`config.mk`:
```
export PLATFORM = sky130hd
export DESIGN_NAME = seven_seg_capture
export DESIGN_NICKNAME = d
export VERILOG_FILES = /design/src/rtl/seven_seg_capture.sv
export SDC_FILE = /design/constraint.sdc
export NUM_CORES = 1
export LEC_CHECK = 0
export CORE_MARGIN = 2
export CORE_UTILIZATION = 35
export DETAILED_ROUTE_END_ITERATION = 8
export GPL_TIMING_DRIVEN = 0
export HOLD_SLACK_MARGIN = 0.15
export PLACE_DENSITY = 0.57
export SYNTH_ARGS = -nofsm -noshare
export SYNTH_HDL_FRONTEND = slang
export SYNTH_SLANG_ARGS = --single-unit
```
`constraint.sdc`:
```
create_clock -name clk_fpga -period 3.6 [get_ports clk_fpga]
set_clock_uncertainty 0.05 [all_clocks]
set_input_delay 1.08 -clock clk_fpga [delete_from_list [all_inputs] [get_ports clk_fpga]]
set_output_delay 1.08 -clock clk_fpga [all_outputs]
set_load 0.01 [all_outputs]
```
`src/rtl/seven_seg_capture.sv`:
```
// -----------------------------------------------------------------------------
// seven_seg_capture
//
// Receive side of a multiplexed seven-segment display. The block samples the
// active-low segment bus and the active-low anode selects and recovers the
// binary value shown on each digit. It is used as a loopback monitor, so that
// display counter values can be read back as binary.
//
// Optional feature macro: SEVEN_SEG_CAPTURE_HEX_EN
//   When defined, the patterns for A, b, C, d, E and F decode as the legal
//   values 10..15. When undefined, those patterns are illegal.
//
// Ports
//   clk_fpga     in   1             fabric clock, the only clock
//   reset        in   1             synchronous reset, active low
//   seg_in       in   7             segment bus, active low, {g,f,e,d,c,b,a}
//   anode_in     in   NUM_DIGITS    digit selects, active low
//   digits       out  4*NUM_DIGITS  captured value; digit k is [4k+3:4k]
//   digit_valid  out  NUM_DIGITS    slot holds a decode captured within timeout
//   digit_blank  out  NUM_DIGITS    last capture of the slot was all segments off
//   frame_valid  out  1             pulse: every slot captured since last pulse
//   pattern_err  out  1             pulse: an undecodable pattern was captured
// -----------------------------------------------------------------------------
module seven_seg_capture #(
    parameter int NUM_DIGITS     = 4,
    parameter int STABLE_CYCLES  = 16,
    parameter int TIMEOUT_CYCLES = 1048576
) (
    input  logic                    clk_fpga,
    input  logic                    reset,
    input  logic [6:0]              seg_in,
    input  logic [NUM_DIGITS-1:0]   anode_in,
    output logic [4*NUM_DIGITS-1:0] digits,
    output logic [NUM_DIGITS-1:0]   digit_valid,
    output logic [NUM_DIGITS-1:0]   digit_blank,
    output logic                    frame_valid,
    output logic                    pattern_err
);

    localparam int         W         = NUM_DIGITS + 7;
    localparam logic [7:0] STAB_LAST = 8'(STABLE_CYCLES - 1);
    localparam logic [7:0] STAB_SAT  = 8'(STABLE_CYCLES);
    localparam logic [23:0] TO_LOAD  = 24'(TIMEOUT_CYCLES - 1);
    localparam logic [6:0] SEG_BLANK = 7'b1111111;

    // Returns {legal, value}.
    function automatic logic [4:0] f_decode(input logic [6:0] i_seg);
        logic [4:0] v_res;
        v_res = 5'b0_0000;
        case (i_seg)
            7'b1000000: v_res = {1'b1, 4'd0};
            7'b1111001: v_res = {1'b1, 4'd1};
            7'b0100100: v_res = {1'b1, 4'd2};
            7'b0110000: v_res = {1'b1, 4'd3};
            7'b0011001: v_res = {1'b1, 4'd4};
            7'b0010010: v_res = {1'b1, 4'd5};
            7'b0000010: v_res = {1'b1, 4'd6};
            7'b1111000: v_res = {1'b1, 4'd7};
            7'b0000000: v_res = {1'b1, 4'd8};
            7'b0010000: v_res = {1'b1, 4'd9};
`ifdef SEVEN_SEG_CAPTURE_HEX_EN
            7'b0001000: v_res = {1'b1, 4'd10};
            7'b0000011: v_res = {1'b1, 4'd11};
            7'b1000110: v_res = {1'b1, 4'd12};
            7'b0100001: v_res = {1'b1, 4'd13};
            7'b0000110: v_res = {1'b1, 4'd14};
            7'b0001110: v_res = {1'b1, 4'd15};
`else
`endif
            default:    v_res = 5'b0_0000;
        endcase
        return v_res;
    endfunction

    logic [W-1:0]                        r_sync1;
    logic [W-1:0]                        r_sync2;
    logic [W-1:0]                        r_prev;
    logic [7:0]                          r_stab_cnt;
    logic                                r_strobe;
    logic [NUM_DIGITS-1:0][23:0]         r_to_cnt;
    logic [NUM_DIGITS-1:0]               r_seen;
    logic [NUM_DIGITS-1:0]               r_valid;
    logic [NUM_DIGITS-1:0]               r_blank;
    logic [4*NUM_DIGITS-1:0]             r_digits;
    logic                                r_frame;
    logic                                r_perr;

    logic [NUM_DIGITS-1:0] w_an_act;
    logic [6:0]            w_seg;
    logic                  w_one_hot;
    logic                  w_qual;
    logic [NUM_DIGITS-1:0] w_cap_mask;
    logic [4:0]            w_dec;
    logic                  w_is_blank;
    logic                  w_legal;
    logic [7:0]            w_stab_next;
    logic                  w_strobe_next;
    logic                  w_frame_full;

    // During the strobe cycle r_prev still holds the value that was stable.
    assign w_an_act   = ~r_prev[W-1:7];
    assign w_seg      = r_prev[6:0];
    assign w_one_hot  = (w_an_act != '0) &&
                        ((w_an_act & (w_an_act - NUM_DIGITS'(1))) == '0);
    assign w_qual     = r_strobe && w_one_hot;
    assign w_cap_mask = w_qual ? w_an_act : '0;
    assign w_dec      = f_decode(w_seg);
    assign w_is_blank = (w_seg == SEG_BLANK);
    assign w_legal    = w_dec[4];
    assign w_frame_full = &r_seen;

    always_comb begin
        w_stab_next = r_stab_cnt;
        if (r_sync2 != r_prev) begin
            w_stab_next = 8'd0;
        end else if (r_stab_cnt != STAB_SAT) begin
            w_stab_next = r_stab_cnt + 8'd1;
        end
    end

    // One strobe per stable period: only on the entry into STABLE_CYCLES-1.
    assign w_strobe_next = (w_stab_next == STAB_LAST) && (r_stab_cnt != STAB_LAST);

    always_ff @(posedge clk_fpga) begin
        if (!reset) begin
            r_sync1    <= '0;
            r_sync2    <= '0;
            r_prev     <= '0;
            r_stab_cnt <= '0;
            r_strobe   <= 1'b0;
            r_to_cnt   <= '0;
            r_seen     <= '0;
            r_valid    <= '0;
            r_blank    <= '0;
            r_digits   <= '0;
            r_frame    <= 1'b0;
            r_perr     <= 1'b0;
        end else begin
            r_sync1    <= {anode_in, seg_in};
            r_sync2    <= r_sync1;
            r_prev     <= r_sync2;
            r_stab_cnt <= w_stab_next;
            r_strobe   <= w_strobe_next;
            r_perr     <= w_qual && !w_legal && !w_is_blank;
            r_frame    <= w_frame_full;
            // A capture coinciding with the frame clear re-marks its slot.
            r_seen     <= (w_frame_full ? '0 : r_seen) | w_cap_mask;

            for (int k = 0; k < NUM_DIGITS; k++) begin
                if (w_cap_mask[k]) begin
                    r_to_cnt[k] <= TO_LOAD;
                    if (w_is_blank) begin
                        r_digits[4*k +: 4] <= 4'd0;
                        r_valid[k]         <= 1'b1;
                        r_blank[k]         <= 1'b1;
                    end else if (w_legal) begin
                        r_digits[4*k +: 4] <= w_dec[3:0];
                        r_valid[k]         <= 1'b1;
                        r_blank[k]         <= 1'b0;
                    end else begin
                        r_valid[k]         <= 1'b0;
                        r_blank[k]         <= 1'b0;
                    end
                end else if (r_to_cnt[k] != 24'd0) begin
                    // Down-counter; expiry clears valid once, then parks at 0.
                    r_to_cnt[k] <= r_to_cnt[k] - 24'd1;
                    if (r_to_cnt[k] == 24'd1) begin
                        r_valid[k] <= 1'b0;
                    end
                end
            end
        end
    end

    assign digits      = r_digits;
    assign digit_valid = r_valid;
    assign digit_blank = r_blank;
    assign frame_valid = r_frame;
    assign pattern_err = r_perr;

endmodule

```
# Word-level counts from Yosys, hierarchy flattened
# Index checks and enable logic that the tools add are counted.
dict set report classes {
  addsub 6
  mul 0
  n_div 0
  order_cmp 0
  eq_ne 18
  n_shift 0
  muxes 30
  n_bitwise 4
  reduce_logical 36
}
# cell n
set op_table {}
lappend op_table {{20-bit 2-to-1 mux} 8}
lappend op_table {{24-bit by 1-bit equality test with 1-bit output, second input constant} 4}
lappend op_table {{24-bit nonzero test} 4}
lappend op_table {{24-bit by 1-bit subtractor with 24-bit output, second input constant} 4}
lappend op_table {{5-bit one-hot mux with 10 select lines} 1}
lappend op_table {{7-bit equality test, second input constant} 4}
lappend op_table {{7-bit by 5-bit equality test with 1-bit output, second input constant} 3}
lappend op_table {{2-bit nonzero test} 9}
lappend op_table {{4-bit 2-to-1 mux} 4}
lappend op_table {{8-bit 2-to-1 mux} 2}
lappend op_table {{2-bit AND reduction} 8}
lappend op_table {{1-bit 2-to-1 mux} 15}
lappend op_table {{7-bit by 6-bit equality test with 1-bit output, second input constant} 2}
lappend op_table {{11-bit inequality test} 1}
lappend op_table {{8-bit by 1-bit adder with 8-bit output, second input constant} 1}
lappend op_table {{8-bit by 4-bit equality test with 1-bit output, second input constant} 1}
lappend op_table {{8-bit by 4-bit inequality test with 1-bit output, second input constant} 1}
lappend op_table {{8-bit by 5-bit inequality test with 1-bit output, second input constant} 1}
lappend op_table {{2-bit OR reduction} 4}
lappend op_table {{7-bit by 2-bit equality test with 1-bit output, second input constant} 1}
lappend op_table {{7-bit zero test} 1}
lappend op_table {{1-bit logical AND} 5}
lappend op_table {{4-bit AND} 1}
lappend op_table {{4-bit zero test} 1}
lappend op_table {{other kinds (7)} 8}
dict set report totals {
  register_bits 168
  latchBits 0
  mem_bits_rw 0
  rom_bits 0
  in_bits 13
  out_inout_bits 26
  elab_cells 122
  memories 0
}

# Logic depth before layout (Yosys ltp)
dict set report depth {
  ltp_word 9
  depth_mapped 8
}

# Worst setup path after synthesis
# Ideal clock, no wire load.
dict set report synth_timing {
  path_kind {flip-flop to flip-flop}
  startpoint {register r_to_cnt[50] (netlist bit)}
  endpoint {register r_to_cnt[69] (netlist bit)}
  setup_ns 0.070
  arrival_ns 2.414
  required_ns 3.480
  path_slack_ns 1.066
  path_stages_with_launch 8
  period_less_slack_ns 2.534
  cell_sequence {dfxtp_1 > or4_1 > buf_2 > or4_4 > buf_6 > or3_1 > or3_1 > a21oi_1}
}
dict set report synth_between {
  elab_chain_cells 1
  word_cells_on_any_way 2
  classes_between {1 x add/sub; 1 x reduce/logical}
}
# item line
set synth_lines {}
lappend synth_lines {{start, declared} 80} ;# logic [NUM_DIGITS-1:0][23:0] r_to_cnt;
lappend synth_lines {{start signal, assigned by index} 166} ;# r_to_cnt[k] <= r_to_cnt[k] - 24'd1;
lappend synth_lines {{24-bit by 1-bit subtractor with 24-bit output / 24-bit nonzero test (equally long branches)} {166, 164}}
# Parallel ways exist; a longest one is shown, timed or not.
# A chain may end at the register's enable or synchronous reset.

# Worst setup path after layout
dict set report layout_timing {
  startpoint {register r_to_cnt[9] (netlist bit)}
  endpoint {register r_to_cnt[1] (netlist bit)}
}
dict set report layout_between {
  elab_chain_cells 2
}
# item line
set layout_lines {}
lappend layout_lines {{24-bit nonzero test} 164} ;# end else if (r_to_cnt[k] != 24'd0) begin
lappend layout_lines {{2-bit nonzero test (no line)} -}
# No other way between the ends.

==> flow_summary.toml <==
[routing]
ant_nets = 0
via_count = 6446
dr.pass1.iters = 5
post_drt_wl_per_cell_um = 14.97
vias_per_cell = 5.245
route.detailed.drc = 0
drtIter0Drc = 348
route.final.wire_length_um = 18390

[sta]
worst_hold_slack_ns = 0.3845
setup_violations = 0
finalHoldViolCount = 0
finalSetupTns_ns = 0
fmax_mhz = 353.4
rsz0062_at_grt = "false"
worst_slack_ns = 0.7704
relSlewSlack = 0.4410
fin_crit_ns = 2.830
tightest_slew_ns = 0.8309
post-route-period-util = 0.7860
drv_slew = 0

[logic_synthesis]
synth_warnings = 0
syn_area_per_cell_um2 = 8.805
synth_flop_cell = "dfxtp_1"
synth-edff-count = 0
mappedNetlistArea_um2 = 7749
synth_nets = 907
netlist_top_cells_area = "dfxtp_1, xor2_1, a21oi_1"
ys_seq_area_frac = 0.4340
yosysUniqueCellTypes = 55
synthArstFlopShare = 0
synth-seq-cells = 168
synthCells = 880
yosys.area.top_type = "dfxtp_1"
yosys.area.top_type_share = 0.4340

[clocking]
cts_setup_buffers = 0
cts-buffers-inserted = 17
cts_tree = "yes"
cts.sinks = 168
clk_pin_slew_ns = 0.07
clock-root-buffer = "clkbuf_16"
h-tree-depth = 4
clk_latency_ns = 0.45
post_cts_resized = 0
hold_buffers = 0
clockBufferDepth = 2

[worst_setup_path]
cpPeakStageDelay_ns = 0.74
crit_path_start_kind = "flop"
crit_type = "reg -> reg"
path_cells = "nor4_1, nand4b_1, nor3_1, clkbuf_1, mux2_2, a21oi_1"
end_kind = "flop"
crit_slowest_cell = "nor4_1"
crit_fanout = 10
required_ns = 3.91
crit_arrival_ns = 3.14

[placement]
dp.cells = 1198
place_ws_ns = 0.4897
hpwl_um = 13010
place.gp.congestion = 0.8127
post_dp_cell_area_um2 = 8479
portBuffers = 38

[finish]
syn2layout_area_growth_pct = 17.15
layout.nets = 964
final-instance-count-excl-fill = 1229
final_common_cell = "dfxtp_1"
final_cell_mix = "dfxtp_1, a21oi_1, xor2_1, nor2_1, clkbuf_1"
finish.instance_area_um2 = 9077
diodes = 0
layout-drive-gt1-share = 0.05479

[global_route]
first_global_vias = 6121
grt_max_degree = 17
track_usage = 0.1606
grt_pass1_wl_um = 30710
antenna_found_initial = 0
overflow = 0

[die]
fp.coreArea_um2 = 21760
num_rows = 54
io-pin-count = 39
dieArea_um2 = 23340
die-width_um = 152.8
start_util = 0.3562
die_h_um = 152.8

[hold_path]
hold_class = "reg -> reg"

[power_and_ir_drop]
power_density_nw_per_um2 = 906.8
leakagePower_uw = 0.003280
irDropWorstVdd_uv = 404.5

[run]
max_cap_violations = 0

[status]
status = "complete, no violations"
[state kept, by name, summed over array words and instances, names as in the netlist]
signal / flops
r_to_cnt: 96
digits: 16
r_prev: 11
r_sync1: 11
r_sync2: 11
r_stab_cnt: 8
digit_blank: 4
digit_valid: 4
r_seen: 4
frame_valid: 1
pattern_err: 1
r_strobe: 1
[layer usage]
layer / vias up / track usage / routed length, µm
met4: 0 / 0.05026 / 335
met3: 23 / 0.03868 / 557
met2: 84 / 0.2616 / 8494
met1: 3022 / 0.2105 / 9005
li1: 3317 / - / -
met5: - / 0 / 0
[cells by family (layout without fill, tap and decap cells)]
| kind of cell | Yosys count | in the layout | share of synthesized area |
|---|---|---|---|
| simple gates | 328 | 328 | 0.2396 |
| xor+xnor | 88 | 88 | 0.09947 |
| buf+inv | 74 | 143 | 0.03714 |
| compound gates | 200 | 200 | 0.1561 |
| mux | 8 | 8 | 0.01098 |
| fa+ha+maj | 14 | 14 | 0.02261 |
| flops | 168 | 168 | 0.4340 |
[per-stage QoR]
| step | power, µW | util |
|---|---|---|
| 4_1_cts | 8274 | 0.4172 |
| 2_1_floorplan | 5592 | - |
| 3_5_place_dp | 6352 | 0.3898 |
| 6_report | 8231 | 0.4172 |
| 3_3_place_gp | 6312 | 0.3898 |
| 5_1_grt | 8883 | 0.4172 |
[synthesized netlist by cell type, types with 10 or more instances]
library cell    n
ha_1           14
xor2_1         67
inv_1          17
nand4_1        22
a31oi_1        17
a21oi_1        88
o31ai_1        17
nand3_1        17
nor2_1         57
o211ai_1       10
clkbuf_1       51
and2_1         35
or4_1          22
o21ai_0        29
nor3_1         36
xnor2_1        21
nand2_1        39
dfxtp_1       168
or3_1          26
nor4_1         23
[path summary, 6_finish.rpt]
path / depth (start not counted) / from / endpoint / slack, ns
max: 6 / r_to_cnt[9] / r_to_cnt[1] / 0.77
min: 1 / r_sync1[1] / r_sync2[1] / 0.38
max reg2reg: 6 / r_to_cnt[9] / r_to_cnt[1] / 0.77
min reg2reg: 1 / r_sync1[1] / r_sync2[1] / 0.38
[area by class of cell]
class | count | area, µm²
fill | 2247 | 12680
multi-input combinational | 638 | 4098
buffer | 57 | 224.0
sequential | 168 | 3363
timing repair buffer | 38 | 380.4
inverter | 17 | 63.81
tap | 280 | 350.3
clock buffer | 18 | 439.2
clock inverter | 13 | 158.9
[critical path, delay by kind of cell, from the launching register on]
family / cells / cell delay [ns]
compound gates: 1 / 0.12
buf+inv: 1 / 0.42
flops: 1 / 0.35
mux: 1 / 0.38
simple gates: 3 / 1.43
[power breakdown]
part | total (µW) | leakage, µW | switching (µW) | internal (µW)
Clock | 1880 | 0.000294 | 820 | 1060
Sequential | 2720 | 0.00137 | 425 | 2290
Combinational | 3630 | 0.00161 | 2130 | 1510
(Power assumes the default switching activity.)
